File: src/rtl/if_fetch_unit_pkg.sv
// Shared definitions for the instruction-fetch stage.
//   fetch_state_e    : fetch controller states
//   NOP_WORD         : instruction value presented when nothing was delivered
//   DEFAULT_RESET_PC : default first fetch address after reset
package if_fetch_unit_pkg;

    typedef enum logic [1:0] {
        IDLE  = 2'd0,
        FETCH = 2'd1,
        KILL  = 2'd2
    } fetch_state_e;

    localparam logic [31:0] NOP_WORD         = 32'h0000_0000;
    localparam logic [31:0] DEFAULT_RESET_PC = 32'h0000_0000;

endpackage

File: src/rtl/if_fetch_unit_skid_buf.sv
// One-entry skid buffer holding a fetched {pc_4, instr} pair while the
// pipeline is stalled.
//   clk, rst_n : clock, asynchronous active-low reset
//   load_i     : capture data_i, entry becomes valid
//   unload_i   : entry consumed, becomes empty
//   flush_i    : discard entry (highest priority)
//   data_i     : 64-bit entry to capture
//   data_o     : stored entry
//   valid_o    : entry holds live data
module fetch_skid_buf
    import if_fetch_unit_pkg::*;
(
    input  logic        clk,
    input  logic        rst_n,
    input  logic        load_i,
    input  logic        unload_i,
    input  logic        flush_i,
    input  logic [63:0] data_i,
    output logic [63:0] data_o,
    output logic        valid_o
);

    logic [63:0] data_q;
    logic        valid_q;

    always_ff @(posedge clk or negedge rst_n) begin
        if (!rst_n) begin
            data_q  <= '0;
            valid_q <= 1'b0;
        end else if (flush_i) begin
            valid_q <= 1'b0;
        end else if (load_i) begin
            data_q  <= data_i;
            valid_q <= 1'b1;
        end else if (unload_i) begin
            valid_q <= 1'b0;
        end
    end

    assign data_o  = data_q;
    assign valid_o = valid_q;

endmodule

File: src/rtl/if_fetch_unit.sv
// Instruction-fetch stage: owns the PC, fetches words over a req/ack
// handshake and presents {pc_4, instr, valid} to the IF/ID register.
//   clk, rst_n     : clock, asynchronous active-low reset
//   stall_i        : hold outputs this cycle
//   redirect_i     : restart fetch at redirect_pc_i (single-cycle pulse)
//   redirect_pc_i  : redirect target
//   imem_req_o     : fetch request
//   imem_addr_o    : fetch address
//   imem_ack_i     : response strobe, may coincide with the request
//   imem_rdata_i   : instruction word, valid with ack
//   pc_4_o         : PC + 4 of delivered instruction
//   instr_o        : delivered instruction
//   instr_valid_o  : outputs hold a live instruction
module if_fetch_unit
    import if_fetch_unit_pkg::*;
#(
    parameter logic [31:0] RESET_PC = DEFAULT_RESET_PC
) (
    input  logic        clk,
    input  logic        rst_n,
    input  logic        stall_i,
    input  logic        redirect_i,
    input  logic [31:0] redirect_pc_i,
    output logic        imem_req_o,
    output logic [31:0] imem_addr_o,
    input  logic        imem_ack_i,
    input  logic [31:0] imem_rdata_i,
    output logic [31:0] pc_4_o,
    output logic [31:0] instr_o,
    output logic        instr_valid_o
);

    fetch_state_e state_q;
    logic [31:0]  fetch_pc_q;
    logic [31:0]  out_addr_q;
    logic         outstanding_q;
    logic [31:0]  pc_4_q;
    logic [31:0]  instr_q;
    logic         valid_q;

    logic         req;
    logic         handshake;
    logic [31:0]  addr;
    logic [31:0]  addr_plus4_d;
    logic [31:0]  fetch_pc_d;
    logic         skid_load;
    logic         skid_unload;
    logic         skid_flush;
    logic         skid_valid;
    logic [63:0]  skid_data;

    always_comb begin
        // A request already seen by memory is never withdrawn; a new one is
        // held back while the stalled outputs are live or the skid is full.
        req = ((state_q == FETCH) || (state_q == KILL)) && !skid_valid &&
              (outstanding_q || !(stall_i && valid_q));
        // In FETCH the outstanding address equals fetch_pc; only KILL
        // separates them (fetch_pc already holds the redirect target).
        addr         = outstanding_q ? out_addr_q : fetch_pc_q;
        handshake    = req && imem_ack_i;
        addr_plus4_d = addr + 32'd4;
        fetch_pc_d   = fetch_pc_q + 32'd4;
        // A word arriving under stall must not disturb the held outputs,
        // so it parks in the skid until the stall lifts.
        skid_load    = (state_q == FETCH) && !redirect_i && handshake && stall_i;
        skid_unload  = (state_q == FETCH) && !redirect_i && !stall_i && skid_valid;
        skid_flush   = redirect_i;
    end

    fetch_skid_buf u_skid (
        .clk      (clk),
        .rst_n    (rst_n),
        .load_i   (skid_load),
        .unload_i (skid_unload),
        .flush_i  (skid_flush),
        .data_i   ({addr_plus4_d, imem_rdata_i}),
        .data_o   (skid_data),
        .valid_o  (skid_valid)
    );

    always_ff @(posedge clk or negedge rst_n) begin
        if (!rst_n) begin
            state_q       <= IDLE;
            fetch_pc_q    <= RESET_PC;
            out_addr_q    <= RESET_PC;
            outstanding_q <= 1'b0;
            pc_4_q        <= '0;
            instr_q       <= NOP_WORD;
            valid_q       <= 1'b0;
        end else begin
            case (state_q)
                IDLE: state_q <= FETCH;
                FETCH: begin
                    if (redirect_i) begin
                        valid_q    <= 1'b0;
                        fetch_pc_q <= redirect_pc_i;
                        if (req && !imem_ack_i) begin
                            state_q       <= KILL;
                            outstanding_q <= 1'b1;
                            out_addr_q    <= addr;
                        end else begin
                            outstanding_q <= 1'b0;
                        end
                    end else if (handshake) begin
                        fetch_pc_q    <= fetch_pc_d;
                        outstanding_q <= 1'b0;
                        if (!stall_i) begin
                            instr_q <= imem_rdata_i;
                            pc_4_q  <= addr_plus4_d;
                            valid_q <= 1'b1;
                        end
                    end else begin
                        if (req) begin
                            outstanding_q <= 1'b1;
                            out_addr_q    <= addr;
                        end
                        if (!stall_i) begin
                            if (skid_valid) begin
                                pc_4_q  <= skid_data[63:32];
                                instr_q <= skid_data[31:0];
                                valid_q <= 1'b1;
                            end else begin
                                valid_q <= 1'b0;
                            end
                        end
                    end
                end
                KILL: begin
                    if (redirect_i) begin
                        fetch_pc_q <= redirect_pc_i;
                    end
                    if (handshake) begin
                        state_q       <= FETCH;
                        outstanding_q <= 1'b0;
                    end
                end
                default: state_q <= IDLE;
            endcase
        end
    end

    assign imem_req_o    = req;
    assign imem_addr_o   = addr;
    assign pc_4_o        = pc_4_q;
    assign instr_o       = instr_q;
    assign instr_valid_o = valid_q;

endmodule

File: config.mk
export PLATFORM = sky130hd
export DESIGN_NAME = if_fetch_unit
export DESIGN_NICKNAME = d
export VERILOG_FILES = /design/src/rtl/if_fetch_unit_pkg.sv /design/src/rtl/if_fetch_unit_skid_buf.sv /design/src/rtl/if_fetch_unit.sv
export SDC_FILE = /design/constraint.sdc
export NUM_CORES = 1
export LEC_CHECK = 0
export CAP_MARGIN = 20
export CORE_MARGIN = 2
export CORE_UTILIZATION = 30
export DETAILED_ROUTE_END_ITERATION = 10
export HOLD_SLACK_MARGIN = 0.15
export PLACE_DENSITY_LB_ADDON = 0.15
export SLEW_MARGIN = 20
export SYNTH_ARGS = -nofsm -noshare
export SYNTH_HDL_FRONTEND = slang
export SYNTH_SLANG_ARGS = --single-unit
File: constraint.sdc
create_clock -name clk -period 3.73 [get_ports clk]
set_input_delay 0.746 -clock clk [delete_from_list [all_inputs] [get_ports clk]]
set_output_delay 0.746 -clock clk [all_outputs]
set_load 0.05 [all_outputs]
==> results of run 1 <==
[per-layer routing]
layer	vias to the layer above	GRT usage [%]	wire, um
met5	-	0	0
met1	3962	24.7	14300
met2	195	28.1	13200
met3	14	2.75	1230
met4	0	3.36	221
li1	4117	-	-
[logic make-up (layout without fill, tap and decap cells)]
family / Yosys count / in the layout / synth area share, %
AO/OA/AOI/OAI: 260 / 260 / 15.8
XOR/XNOR: 27 / 27 / 2.42
adder cells (fa/ha/maj): 7 / 7 / 0.896
buffers and inverters: 104 / 248 / 4.26
flip-flops: 197 / 197 / 50.4
multiplexers: 50 / 50 / 5.46
AND/OR/NAND/NOR: 475 / 475 / 20.8
[how the worst max path moves through the flow]
stage                         to  slack, ps  depth (start not counted)
2_1_floorplan         pc_4_o[28]        660                         12
3_3_place_gp   u_skid.data_o[50]        810                          6
3_5_place_dp   u_skid.data_o[47]        750                          6
4_1_cts          imem_addr_o[23]        340                          4
5_1_grt          imem_addr_o[23]        230                          4
6_report         imem_addr_o[23]        350                          4
[synthesized netlist by cell type, types with 3 or more instances]
master     number
nand3b_1        4
inv_1          29
a32oi_1        10
mux2_2         27
and3_1          8
nand2_1       313
nor4_1          3
nor3_1          9
o21ai_1        11
buf_1           5
a221oi_1        3
o21ai_0        73
clkbuf_1       63
a2bb2oi_1      10
nand4_1        16
nand3_1        27
nand4b_1        4
dfrtp_1       197
mux2i_1        23
a21oi_1        72
xnor2_1        25
a22oi_1         4
nor2_1         72
buf_2           3
and2_1          4
a31oi_1        42
ha_1            7
o21a_1          4
o22ai_1        15
[flip-flops by register name (all words and copies together) (netlist names)]
| signal | flops |
|---|---|
| fetch_pc_q | 32 |
| instr_o | 32 |
| instr_valid_o | 1 |
| out_addr_q | 32 |
| outstanding_q | 1 |
| pc_4_o | 32 |
| state_q | 2 |
| u_skid.data_o | 64 |
| u_skid.valid_o | 1 |
[worst max-delay path, delay by kind of cell, from the launching register on]
family | cells | cell delay [ps]
buffers and inverters | 3 | 1160
flip-flops | 1 | 520
multiplexers | 1 | 470
[cell usage in the layout, fill, tap and decap left out, types with 3 or more instances in the layout]
cell type,instances
clkdlybuf4s50_1,164
ha_1,7
buf_4,19
nand3_1,27
nor4_1,3
a21oi_1,72
o21a_1,4
clkinv_2,4
clkinvlp_4,3
o21ai_0,73
o21ai_1,10
buf_12,6
clkbuf_8,3
nand3b_1,4
nand4b_1,4
mux2_2,27
dfrtp_1,196
and3_1,8
o22ai_1,15
a22oi_1,4
a2bb2oi_1,10
nor2_1,71
nand2_1,312
inv_1,29
and2_1,3
a32oi_1,10
mux2i_1,23
a31oi_1,42
nand4_1,16
xnor2_1,25
a221oi_1,3
clkbuf_16,17
nor3_2,3
nor3_1,8
[through the flow]
stage,setup WS [ps],std cells,util (%),hold WS [ps]
6_report,351,1706,38.8,383
5_1_grt,229,1706,38.8,448
4_1_cts,342,1706,38.8,431
3_5_place_dp,749,1677,37.1,458
3_3_place_gp,810,1677,37.1,452
2_1_floorplan,660,1120,-,439
[area by class of cell]
class | instances | area share [%]
Clock buffer | 20 | 3.65
Clock inverter | 9 | 0.650
Inverter | 29 | 0.870
Multi-Input combinational cell | 819 | 35.7
Sequential cell | 197 | 39.4
Tap cell | 442 | 4.42
Timing Repair Buffer | 190 | 15.3
[where the power goes]
group          switching (W)  internal [W]
clock network       0.000821      0.000943
registers           0.000810       0.00309
logic                0.00463       0.00239
total                0.00626       0.00642
==> impl_metrics.env, run 1 <==
export IMPL_grt_max_degree=94
export IMPL_reg2reg_depth=9
export IMPL_antenna_found_initial=0
export IMPL_worstReg2RegEnd="pc_4_o[28]"
export IMPL_tns_ps=0
export IMPL_fp_row_count=66
export IMPL_synth_top_area_share_pct=50.4
export IMPL_dr_pass1_iters=5
export IMPL_worstPathMaxFanout=55
export IMPL_crit_chain="buf_12 -> mux2i_1 -> inv_1 -> clkdlybuf4s50_1"
export IMPL_hold_buffers=0
export IMPL_fp_coreArea_um2=32300
export IMPL_critPathRequiredTime_ps=2980
export IMPL_hold_path_class="input port to asynchronous set/reset pin"
export IMPL_syn_to_final_growth_pct=28.0
export IMPL_drtIter0Drc=384
export IMPL_ir_drop_v=0.000454
export IMPL_crit_start="outstanding_q"
export IMPL_grt_pass1_wl_um=46100
export IMPL_finClkSkew_ps=11.1
export IMPL_via_count=8288
export IMPL_yosys_top_cells_area="dfrtp_1 50%, nand2_1 12%, o21ai_0 3.7%"
export IMPL_portBuffers=166
export IMPL_grt_pass1_vias=8113
export IMPL_grt_total_usage_pct=17.4
export IMPL_netlist_area_um2=9780
export IMPL_drc_errors=0
export IMPL_cp_data_arrival_time_ps=2630
export IMPL_hold_viol=0
export IMPL_ioPinCount=167
export IMPL_syn_inst=1120
export IMPL_antenna_left=0
export IMPL_rsz0062_at_grt="no"
export IMPL_crit_path_start_kind="flip-flop"
export IMPL_ys_types=56
export IMPL_clockBufferDepth=2
export IMPL_end_kind="primary output"
export IMPL_hpwl_um=20400
export IMPL_diodes=0
export IMPL_setup_viol=0
export IMPL_die_area_um2=34100
export IMPL_routed_wl_um=29000
export IMPL_max_freq_mhz=296
export IMPL_outcome="complete, no violations"
export IMPL_post_cts_setup_buffers=0
export IMPL_crit_type="flip-flop to primary output"
export IMPL_fp_dieW_um=185
export IMPL_final_area_um2=12500
export IMPL_synth_area_leader_cell="dfrtp_1"
export IMPL_initial_utilization_pct=30.3
export IMPL_die_y_um=185
export IMPL_rrSetupSlack_ps=860
export IMPL_overflow=0
export IMPL_regArea_um2=4930
export IMPL_fin_crit_sh_pct=90.6
export IMPL_slowest_delay_ps=730
export IMPL_cp_slowest_cell="clkdlybuf4s50_1"
export IMPL_layout_nets=1330
export IMPL_min_period_ps=3380
export IMPL_cts_buffers=17
export IMPL_p_leak_nw=5.42
export IMPL_cts_sinks=197
export IMPL_yosys_warnings=0
export IMPL_routed_via_density=4.86
export IMPL_cap_violations=0
export IMPL_num_fill_cells=3295
export IMPL_synth_edf_count=0
export IMPL_clkTransAtPathRegs_ps=70
export IMPL_avgSynthCellArea_um2=8.73
export IMPL_ys_flop_type="dfrtp_1"
export IMPL_drive_gt1_share_pct=7.75
export IMPL_cts_tree="built"
export IMPL_cts_resized_gates=0
export IMPL_multi_input_area_um2=4460
export IMPL_power_density_nw_per_um2=1010
export IMPL_avgRoutedWirePerCell_um=17.0
export IMPL_worstMarginPinSlew_ps=822
export IMPL_maxSlewHeadroom_pct=45.2
export IMPL_maxSlewViolCount=0
export IMPL_gp_congestion=0.800
export IMPL_synth_nets=1196
export IMPL_ys_seq_elements=197
export IMPL_worstReg2RegStart="outstanding_q"
export IMPL_clk_insertion_delay_late_ps=440
export IMPL_total_power_w=0.0127
export IMPL_cts_root_buffer="clkbuf_16"
export IMPL_place_area_um2=12000
export IMPL_htreeDepth=4
export IMPL_synth_seq_area_share_pct=50.4
export IMPL_async_flop_share_pct=100
(Power assumes the default switching activity.)
==> run 2, diff against run 1 <==
CORE_UTILIZATION = 45   (was 30)
CTS_BUF_LIST = sky130_fd_sc_hd__clkbuf_8   (was not set)
==> run 2 against run 1 <==
  * Clock-buffer cell count down 3
  * Sequential share of layout area up 1.3 points
  * Design area down 3.3%
  * Wire length down 10%
  * Setup slack worse by 21 ps
  * Combinational power down 1%
  * Critical path depth unchanged
  * Flip-flop and latch count unchanged
  * Clock power down 19%
  * Critical endpoint is now imem_addr_o[27]
  * Largest cell class unchanged
  * Largest power group unchanged
==> impl_metrics.env, run 2 (synthesized netlist as in run 1, its figures left out) <==
export IMPL_outcome="complete, no violations"
export IMPL_met3_length_um=1340
export IMPL_maxSlewViolCount=0
export IMPL_pwr_share_comb_pct=56.5
export IMPL_p_sw_share_pct=50.4
export IMPL_hold_path_class="input port to asynchronous set/reset pin"
export IMPL_portBuffers=166
export IMPL_hold_viol=0
export IMPL_multi_input_area_um2=4460
export IMPL_fp_coreArea_um2=21200
export IMPL_layout_common_cells="312 x nand2_1, 196 x dfrtp_1, 165 x clkdlybuf4s50_1"
export IMPL_worstReg2RegStart="outstanding_q"
export IMPL_die_y_um=151
export IMPL_cts_sinks=197
export IMPL_gp_congestion=0.872
export IMPL_slowest_delay_ps=720
export IMPL_crit_type="flip-flop to primary output"
export IMPL_reg2reg_depth=7
export IMPL_grt_pass1_wl_um=41900
export IMPL_antenna_found_initial=0
export IMPL_clockPowerShare_pct=11.7
export IMPL_cts_buffers=17
export IMPL_tns_ps=0
export IMPL_rrSetupSlack_ps=820
export IMPL_htreeDepth=4
export IMPL_avgRoutedWirePerCell_um=16.9
export IMPL_p_int_w=0.00607
export IMPL_route_met2_wl_um=12400
export IMPL_cp_slowest_cell="clkdlybuf4s50_1"
export IMPL_fp_row_count=53
export IMPL_num_fill_cells=1928
export IMPL_antenna_left=0
export IMPL_setup_slack_ps=330
export IMPL_crit_path_start_kind="flip-flop"
export IMPL_highest_layer="met4"
export IMPL_critPathRequiredTime_ps=2980
export IMPL_maxSlewHeadroom_pct=33.5
export IMPL_cts_root_buffer="clkbuf_8"
export IMPL_worstReg2RegEnd="pc_4_o[25]"
export IMPL_cp_data_arrival_time_ps=2650
export IMPL_max_freq_mhz=294
export IMPL_regArea_um2=4930
export IMPL_final_common_cell="nand2_1"
export IMPL_diodes=0
export IMPL_crit_chain="buf_12 -> mux2i_1 -> inv_1 -> clkdlybuf4s50_1"
export IMPL_fin_crit_sh_pct=91.1
export IMPL_power_density_nw_per_um2=1010
export IMPL_overflow=0
export IMPL_fp_dieW_um=151
export IMPL_setup_viol=0
export IMPL_power_frac_seq_pct=31.8
export IMPL_routed_wl_um=26000
export IMPL_worstMarginPinSlew_ps=998
export IMPL_via_count=8399
export IMPL_min_period_ps=3400
export IMPL_largest_reg_flops=64
export IMPL_ir_drop_v=0.000788
export IMPL_dr_pass1_iters=6
export IMPL_cap_violations=0
export IMPL_clkTransAtPathRegs_ps=110
export IMPL_clk_insertion_delay_late_ps=470
export IMPL_clockBufferDepth=2
export IMPL_wl_met1_um=12100
export IMPL_hpwl_um=17800
export IMPL_rsz0062_at_grt="no"
export IMPL_path_delay_family="buffers and inverters"
export IMPL_syn_to_final_growth_pct=23.8
export IMPL_utilization_pct=57.2
export IMPL_ioPinCount=167
export IMPL_whs_ps=266
export IMPL_grt_total_usage_pct=23.4
export IMPL_cts_resized_gates=0
export IMPL_initial_utilization_pct=46.2
export IMPL_die_area_um2=22900
export IMPL_drtIter0Drc=670
export IMPL_layout_nets=1326
export IMPL_post_cts_setup_buffers=0
export IMPL_cts_tree="built"
export IMPL_grt_max_degree=86
export IMPL_critPathBufInv=3
export IMPL_hold_buffers=0
export IMPL_drc_errors=0
export IMPL_drive_gt1_share_pct=7.68
export IMPL_power_switching_w=0.00617
export IMPL_finClkSkew_ps=23.1
export IMPL_worstPathMaxFanout=54
export IMPL_grt_pass1_vias=7992
export IMPL_pre_cts_slack_ps=551
export IMPL_end_kind="primary output"
export IMPL_p_leak_nw=5.32
export IMPL_routed_via_density=5.46
run 2: cell count changes in the layout (fill, tap and decap cells not counted), sizes merged:
cell and change:
bufinv +1, inv +6, clkinv +1, clkinvlp -2
clkbuf -3, buf -5, clkdlybuf4s50 +1
run 2: cell type report:
type	instances	area share, %
flip-flops and latches	197	40.7
multi-input cells	819	36.9
repair buffers	186	15.3
well taps	275	2.84
clock buffers	17	1.93
clock inverters	15	1.38
inverters	29	0.900
run 2: metal layers:
metal  vias up  GRT usage, %
met1      4039          33.9
met3        20          3.83
met2       232          37.4
met4         0          4.49
li1       4108             -
met5         -             0
run 2: per-stage QoR:
stage	instance area [um2]	std cells	power (W)
floorplan	9780	1120	0.00856
global placement	11700	1506	0.0107
detailed placement	11700	1506	0.0109
CTS	12100	1538	0.0123
global route	12100	1538	0.0130
finish	12100	1538	0.0122
run 2: worst max path at each step:
stage	startpoint	depth (start not counted)	to
after floorplan	outstanding_q	12	pc_4_o[28]
after global placement	stall_i	4	imem_req_o
after detailed placement	stall_i	4	imem_req_o
after CTS	outstanding_q	4	imem_addr_o[27]
after global routing	outstanding_q	4	imem_addr_o[27]
final	outstanding_q	4	imem_addr_o[27]
run 2: power by group through the flow:
stage | clock, W | combinational, W | sequential (W)
6_report | 0.00143 | 0.00692 | 0.00389
3_5_place_dp | 0 | 0.00693 | 0.00393
4_1_cts | 0.00147 | 0.00695 | 0.00389
5_1_grt | 0.00155 | 0.00746 | 0.00403
2_1_floorplan | 0 | 0.00376 | 0.00480
3_3_place_gp | 0 | 0.00685 | 0.00390
==> run 3, diff against run 2 <==
--- a/config.mk
+++ b/config.mk
@@ -8,4 +8,6 @@
 export CAP_MARGIN = 20
+export CELL_PAD_IN_SITES_DETAIL_PLACEMENT = 0
+export CELL_PAD_IN_SITES_GLOBAL_PLACEMENT = 1
 export CORE_MARGIN = 2
-export CORE_UTILIZATION = 45
+export CORE_UTILIZATION = 41
 export CTS_BUF_LIST = sky130_fd_sc_hd__clkbuf_8
==> constraint.sdc (replaced) <==
create_clock -name clk -period 3.73 [get_ports clk]
set_input_delay 0.373 -clock clk [delete_from_list [all_inputs] [get_ports clk]]
set_output_delay 0.373 -clock clk [all_outputs]
set_load 0.05 [all_outputs]
==> run 3 against run 2 <==
  * Setup slack improved by 120 ps
  * Sequential power rose by 1%
  * Critical endpoint is now imem_addr_o[23]
  * Flip-flop and latch count did not move
  * Clock skew rose by 4.0 ps
  * Worst hold slack improved by 170 ps
  * Sequential share of layout area fell by 0.30 points
==> impl_metrics.env, run 3 (synthesized netlist as in run 1, its figures left out) <==
export IMPL_overflow=0
export IMPL_dr_pass1_iters=5
export IMPL_p_leak_nw=5.35
export IMPL_fp_coreArea_um2=23500
export IMPL_rrSetupSlack_ps=1040
export IMPL_finClkSkew_ps=27.0
export IMPL_pwr_share_comb_pct=56.5
export IMPL_tns_ps=0
export IMPL_die_area_um2=25100
export IMPL_clockPowerShare_pct=11.4
export IMPL_gp_congestion=0.854
export IMPL_maxSlewViolCount=0
export IMPL_clk_insertion_delay_late_ps=480
export IMPL_met1_usage_pct=30.6
export IMPL_maxSlewHeadroom_pct=48.6
export IMPL_via_count=8356
export IMPL_portBuffers=166
export IMPL_largest_reg_flops=64
export IMPL_clockBufferDepth=2
export IMPL_slowest_delay_ps=730
export IMPL_place_inst=1554
export IMPL_cts_buffers=17
export IMPL_regArea_um2=4930
export IMPL_holdCritStartpoint="imem_rdata_i[26]"
export IMPL_hold_viol=0
export IMPL_cts_resized_gates=0
export IMPL_hold_depth=3
export IMPL_max_freq_mhz=305
export IMPL_outcome="complete, no violations"
export IMPL_fp_row_count=56
export IMPL_min_period_ps=3280
export IMPL_fp_dieW_um=158
export IMPL_ir_drop_v=0.000854
export IMPL_min_to="u_skid.data_o[26]"
export IMPL_clkTransAtPathRegs_ps=130
export IMPL_cap_violations=0
export IMPL_num_fill_cells=2240
export IMPL_syn_to_final_growth_pct=24.7
export IMPL_crit_path_start_kind="flip-flop"
export IMPL_worstReg2RegStart="outstanding_q"
export IMPL_cts_tree="built"
export IMPL_drc_errors=0
export IMPL_multi_input_area_um2=4460
export IMPL_avgRoutedWirePerCell_um=17.4
export IMPL_hpwl_um=19300
export IMPL_grt_pass1_wl_um=44000
export IMPL_setup_viol=0
export IMPL_die_y_um=158
export IMPL_stdcell_count=1586
export IMPL_drive_gt1_share_pct=7.89
export IMPL_crit_chain="buf_4 -> mux2i_1 -> inv_1 -> clkdlybuf4s50_1"
export IMPL_drtIter0Drc=572
export IMPL_grt_busiest_layer="met2"
export IMPL_routed_wl_um=27600
export IMPL_p_sw_share_pct=51.2
export IMPL_layout_nets=1331
export IMPL_crit_type="flip-flop to primary output"
export IMPL_fin_crit_sh_pct=87.9
export IMPL_ioPinCount=167
export IMPL_final_common_cell="nand2_1"
export IMPL_cts_root_buffer="clkbuf_8"
export IMPL_antenna_left=0
export IMPL_layout_common_cells="312 x nand2_1, 196 x dfrtp_1, 165 x clkdlybuf4s50_1"
export IMPL_rsz0062_at_grt="no"
export IMPL_power_density_nw_per_um2=1010
export IMPL_diodes=0
export IMPL_antenna_found_initial=0
export IMPL_htreeDepth=4
export IMPL_critPathRequiredTime_ps=3360
export IMPL_grt_pass1_vias=8092
export IMPL_end_kind="primary output"
export IMPL_worstMarginPinSlew_ps=770
export IMPL_hold_path_class="input port to flip-flop"
export IMPL_reg2reg_depth=8
export IMPL_cts_sinks=197
export IMPL_grt_max_degree=80
export IMPL_routed_via_density=5.27
export IMPL_cp_data_arrival_time_ps=2900
export IMPL_worstPathMaxFanout=32
export IMPL_grt_total_usage_pct=22.5
export IMPL_power_switching_w=0.00628
export IMPL_p_int_w=0.00598
export IMPL_met2_usage_pct=37.3
export IMPL_power_frac_seq_pct=32.1
export IMPL_use_met3_pct=3.67
export IMPL_worstReg2RegEnd="pc_4_o[27]"
export IMPL_cp_slowest_cell="clkdlybuf4s50_1"
export IMPL_initial_utilization_pct=41.7
==> run 3: per-stage QoR <==
step	power [W]	hold WS (ps)	util [%]	setup WS, ps	cell area, um2
floorplan	0.00856	77.4	-	660	9780
global placement	0.0109	452	50.2	1020	11800
detailed placement	0.0109	458	50.2	1010	11800
CTS	0.0124	423	51.9	447	12200
global route	0.0131	418	51.9	276	12200
finish	0.0123	440	51.9	453	12200
==> run 3: layout make-up <==
cell class                      instances  area share [%]
Clock buffer                           17            1.92
Clock inverter                         14            1.32
Inverter                               29           0.893
Multi-Input combinational cell        819            36.6
Sequential cell                       197            40.4
Tap cell                              319            3.27
Timing Repair Buffer                  191            15.5
==> run 3: worst max-delay path, delay by kind of cell, from the launching register on <==
kind                   cells  cell delay, ps
muxes                      1             420
DFF                        1             680
buffers and inverters      3            1300
==> run 3: power by group through the flow <==
stage                     clock network, W  registers [W]  logic (W)
after global placement                   0        0.00395    0.00691
after CTS                          0.00144        0.00394    0.00697
after global routing               0.00151        0.00406    0.00749
after detailed placement                 0        0.00398    0.00695
after floorplan                          0        0.00480    0.00376
final                              0.00139        0.00394    0.00692
==> run 3: metal layers <==
layer  up-vias  part of all wire, %
met1      4000                   46
met5         -                    0
met4         0                  1.9
li1       4117                    -
met3        27                  4.2
met2       212                   48
==> run 3: what timing repair did <==
action | in CTS | in global routing
buffers inserted | 0 | 0
hold endpoints to repair | 77 | 0
hold buffers | 1 | 0
endpoints found under the setup margin | 0 | 0
==> run 3: worst max-delay path by stage <==
stage	startpoint	cells past startpoint	to	slack [ps]
2_1_floorplan	outstanding_q	12	pc_4_o[28]	660
3_3_place_gp	outstanding_q	4	imem_addr_o[23]	1020
3_5_place_dp	outstanding_q	4	imem_addr_o[23]	1010
4_1_cts	outstanding_q	4	imem_addr_o[23]	450
5_1_grt	outstanding_q	4	imem_addr_o[23]	280
6_report	outstanding_q	4	imem_addr_o[23]	450
